**src/rtl/vga_bitplane_ram.sv**
```systemverilog
// Bit-plane memory for the VGA path: masked CPU write, async CPU read,
// registered VGA read and a whole-plane fill sequencer.
`timescale 1ns/1ps
module vga_bitplane_ram #(
  parameter int unsigned DATA_W = 1,
  parameter int unsigned ADDR_W = 4
) (
  input  logic              clk,
  input  logic              rst,
  input  logic              we,
  input  logic [ADDR_W-1:0] waddr,
  input  logic [DATA_W-1:0] wd,
  input  logic [DATA_W-1:0] wmask,
  input  logic [ADDR_W-1:0] raddr,
  output logic [DATA_W-1:0] q,
  input  logic [ADDR_W-1:0] vaddr,
  output logic [DATA_W-1:0] vq,
  input  logic              fill_start,
  input  logic [DATA_W-1:0] fill_val,
  output logic              busy,
  output logic              done
);

  localparam int unsigned       DEPTH = 2 ** ADDR_W;
  localparam logic [ADDR_W-1:0] LastAddr = ADDR_W'(DEPTH - 1);

  typedef enum logic {StIdle, StFill} state_e;

  state_e            state_q, state_d;
  logic [ADDR_W-1:0] cnt_q, cnt_d;
  logic [DATA_W-1:0] fill_q, fill_d;
  logic              done_q, done_d;
  logic [DATA_W-1:0] vq_q;

  logic [DATA_W-1:0] mem [DEPTH] = '{default: '0};

  logic              mem_we;
  logic [ADDR_W-1:0] mem_addr;
  logic [DATA_W-1:0] mem_wdata;

  // Fill owns the write port; CPU writes outside IDLE are dropped, and nothing
  // is written on a reset edge so rst never disturbs stored contents.
  always_comb begin
    mem_we    = 1'b0;
    mem_addr  = waddr;
    mem_wdata = (mem[waddr] & ~wmask) | (wd & wmask);
    if (!rst) begin
      if (state_q == StFill) begin
        mem_we    = 1'b1;
        mem_addr  = cnt_q;
        mem_wdata = fill_q;
      end else if (we) begin
        mem_we = 1'b1;
      end
    end
  end

  always_ff @(posedge clk) begin
    if (mem_we) begin
      mem[mem_addr] <= mem_wdata;
    end
  end

  always_comb begin
    state_d = state_q;
    cnt_d   = cnt_q;
    fill_d  = fill_q;
    done_d  = 1'b0;
    unique case (state_q)
      StIdle: begin
        if (fill_start) begin
          state_d = StFill;
          cnt_d   = '0;
          fill_d  = fill_val;
        end
      end
      StFill: begin
        cnt_d = cnt_q + ADDR_W'(1);
        if (cnt_q == LastAddr) begin
          state_d = StIdle;
          done_d  = 1'b1;
        end
      end
      default: state_d = StIdle;
    endcase
  end

  always_ff @(posedge clk) begin
    if (rst) begin
      state_q <= StIdle;
      cnt_q   <= '0;
      done_q  <= 1'b0;
      vq_q    <= '0;
    end else begin
      state_q <= state_d;
      cnt_q   <= cnt_d;
      done_q  <= done_d;
      vq_q    <= mem[vaddr];
    end
  end

  // Fill value is only consulted in FILL, so it needs no reset.
  always_ff @(posedge clk) begin
    fill_q <= fill_d;
  end

  assign q    = mem[raddr];
  assign vq   = vq_q;
  assign busy = (state_q == StFill);
  assign done = done_q;

endmodule

```
**config.mk**
```make
export PLATFORM = sky130hd
export DESIGN_NAME = vga_bitplane_ram
export DESIGN_NICKNAME = d
export VERILOG_FILES = /design/src/rtl/vga_bitplane_ram.sv
export SDC_FILE = /design/constraint.sdc
export NUM_CORES = 1
export LEC_CHECK = 0
export ABC_AREA = 1
export CORE_MARGIN = 2
export CORE_UTILIZATION = 45
export CTS_BUF_LIST = sky130_fd_sc_hd__clkbuf_16
export DETAILED_ROUTE_END_ITERATION = 7
export HOLD_SLACK_MARGIN = 0.15
export PLACE_DENSITY = 0.67
export SYNTH_ARGS = -nofsm -noshare
export SYNTH_HDL_FRONTEND = slang
export SYNTH_SLANG_ARGS = --single-unit
```
**constraint.sdc**
```tcl
create_clock -name clk -period 2.1 [get_ports clk]
set_input_delay 0.21 -clock clk [delete_from_list [all_inputs] [get_ports clk]]
set_output_delay 0.21 -clock clk [all_outputs]
set_load 0.01 [all_outputs]
```
==> flow_summary.yaml <==
timing:
  rsz0062_at_grt: "false"
  finalSetupTns_ps: 0
  drv_slew: 0
  tightest_slew_ps: 451
  finClkSkew_ps: 1.18
  setup_viol: 0
  relSlewSlack_pct: 69.8
  fin_crit_ps: 1700
  fin_crit_sh_pct: 81.0
  max_freq_mhz: 588
  report.final.hold_viol_count: 0
synthesis:
  synthFlopType: "edfxtp_1"
  syn-cell-area_sq_um: 1460
  syn_area_per_cell_sq_um: 7.49
  yosysUniqueCellTypes: 23
  synth_edf_count: 17
  ys_seq_area_share_pct: 44.5
  yosys-top-cells-count: "nand2_1 (36), inv_1 (30), nor2_1 (26)"
  synth_area_leaders: "edfxtp_1 (35%), dfxtp_1 (9.6%), nand2_1 (9.2%), inv_1 (7.7%), nand3_1 (7.5%)"
  syn-num-nets: 215
  syn-instance-count: 195
  synth.most_common_cell: "nand2_1"
  ys_warn_count: 0
  ys_seq_elements: 24
  yosysTopAreaCell: "edfxtp_1"
  synth-async-reset-ratio_pct: 0
  synth_top_area_share_pct: 34.9
die:
  dieArea_sq_um: 3720
  initial_core_util_pct: 47.5
  fp.dieH_um: 61.0
  core_sq_um: 3080
  pin_count: 23
  num_rows: 20
  die_x_um: 61.0
layout:
  fin_area_sq_um: 1860
  fin_nets: 242
  synthToLayoutAreaGrowth_pct: 27.2
  diodes: 0
  final_util_pct: 60.4
  drive_above_1_share_pct: 7.69
power:
  p_per_area_nw_per_um2: 685
  power_leakage_uw: 0.000800
  total_power_uw: 1270
  ir_worst_vdd_mv: 0.513
route:
  dr.pass1.iters: 4
  wl_mm: 3.67
  viasPerCell: 5.32
  drtIter0Drc: 147
  wl_per_cell_um: 13.8
  num_vias: 1409
  drc: 0
  antenna_left: 0
placed_design:
  dp_hpwl_mm: 2.76
  io_buffers: 22
  place.gp.congestion: 0.896
  placed_area_sq_um: 1750
clocking:
  cts_buffers: 3
  clock_path_buffers: 2
  path_clk_slew_ps: 60
  cts_setup_buffers: 0
  cts-root-buf: "clkbuf_16"
  h-tree-depth: 1
  cts_tree: "done"
  cts_hold_buf: 0
  cts_sinks: 24
  cts_resized: 0
  clock_latency_ps: 260
global_route:
  grt_pass1_vias: 1282
  antenna_found_initial: 0
  grt_pass1_wl_mm: 5.91
  grt_max_degree: 17
  gr-total-overflow: 0
  grt_usage_pct: 22.4
hold_path:
  hold_path.class: "in -> reg"
worst_setup_path:
  cp.required_ps: 1890
  path_buf_inv: 3
  cp_cell_sequence: "clkdlybuf4s50_1, buf_4, a21oi_1, o21ai_0, nand2_1, o211ai_1, o21ai_0, dlymetal6s2s_1"
  cp-start-kind: "input pin"
  slowest_delay_ps: 460
  worstPathArrival_ps: 1490
  endpoint_kind: "output pin"
  cp_common_cell: "o21ai_0"
  cpMaxStageDelayCell: "clkdlybuf4s50_1"
  crit_family: "buffers and inverters"
  crit_fanout: 16
  critPathKind: "in -> out"
outcome:
  status: "complete, no violations"
job:
  cap_viol_max_count: 0
## path summary, 6_finish.rpt
path	from	to	slack [ps]	cells after the start
worst max register to register	busy	mem[9]	640	8
worst max-delay path	raddr[0]	q	400	8
worst min-delay path	fill_val	fill_q	510	1
worst min register to register	cnt_q[3]	done	520	2
## power breakdown
part / leakage (uW) / internal, uW / switching, uW / total [uW]
combinational: 0.000538 / 84.8 / 110 / 195
clock: 0.0000511 / 379 / 168 / 547
sequential: 0.000211 / 524 / 6.77 / 531
total: 0.000800 / 988 / 285 / 1270
## logic make-up after synthesis
group,synth area share [%]
buffers and inverters,9.93
AO/OA/AOI/OAI,17.5
adder cells (fa/ha/maj),0.856
AND/OR/NAND/NOR,27.2
flip-flops,44.5
## area by class of cell
class	instances	area, sq um
clock buffer	3	75.1
clock inverter	1	30.0
fill	280	1220
inverter	32	123
multi-input combinational	134	666
sequential	24	651
tap	44	55.1
timing repair buffer	27	260
## registers in the layout (all words and copies together), names as in the netlist
| signal | flops |
|---|---|
| mem | 16 |
| cnt_q | 4 |
| busy | 1 |
| done | 1 |
| fill_q | 1 |
| vq | 1 |
## layout by cell type (no fill, tap or decap), types with 3 or more instances in the layout
master / instances
clkdlybuf4s50_1: 21
edfxtp_1: 17
o21ai_2: 4
nand3_1: 22
o21ai_0: 14
nor2_1: 26
nand2_1: 36
a21oi_1: 16
o211ai_1: 7
inv_1: 30
clkbuf_16: 3
dfxtp_1: 7
buf_4: 5
## layer usage
| layer | global-route usage, % | vias to the layer above | wire (um) |
|---|---|---|---|
| met5 | 0 | - | 0 |
| met4 | 10.6 | 0 | 85 |
| li1 | - | 709 | - |
| met1 | 28.6 | 657 | 1620 |
| met3 | 4.69 | 8 | 140 |
| met2 | 36.3 | 35 | 1820 |
## per-stage QoR
stage                     std cells  worst slack [ps]  hold WS, ps
final                           265               400          511
after global routing            265               242          514
after CTS                       265              37.2          508
after detailed placement        261              51.8          503
after global placement          261               101          508
after floorplan                 195               537          279
No activity file was read; power rests on OpenSTA's default activity.
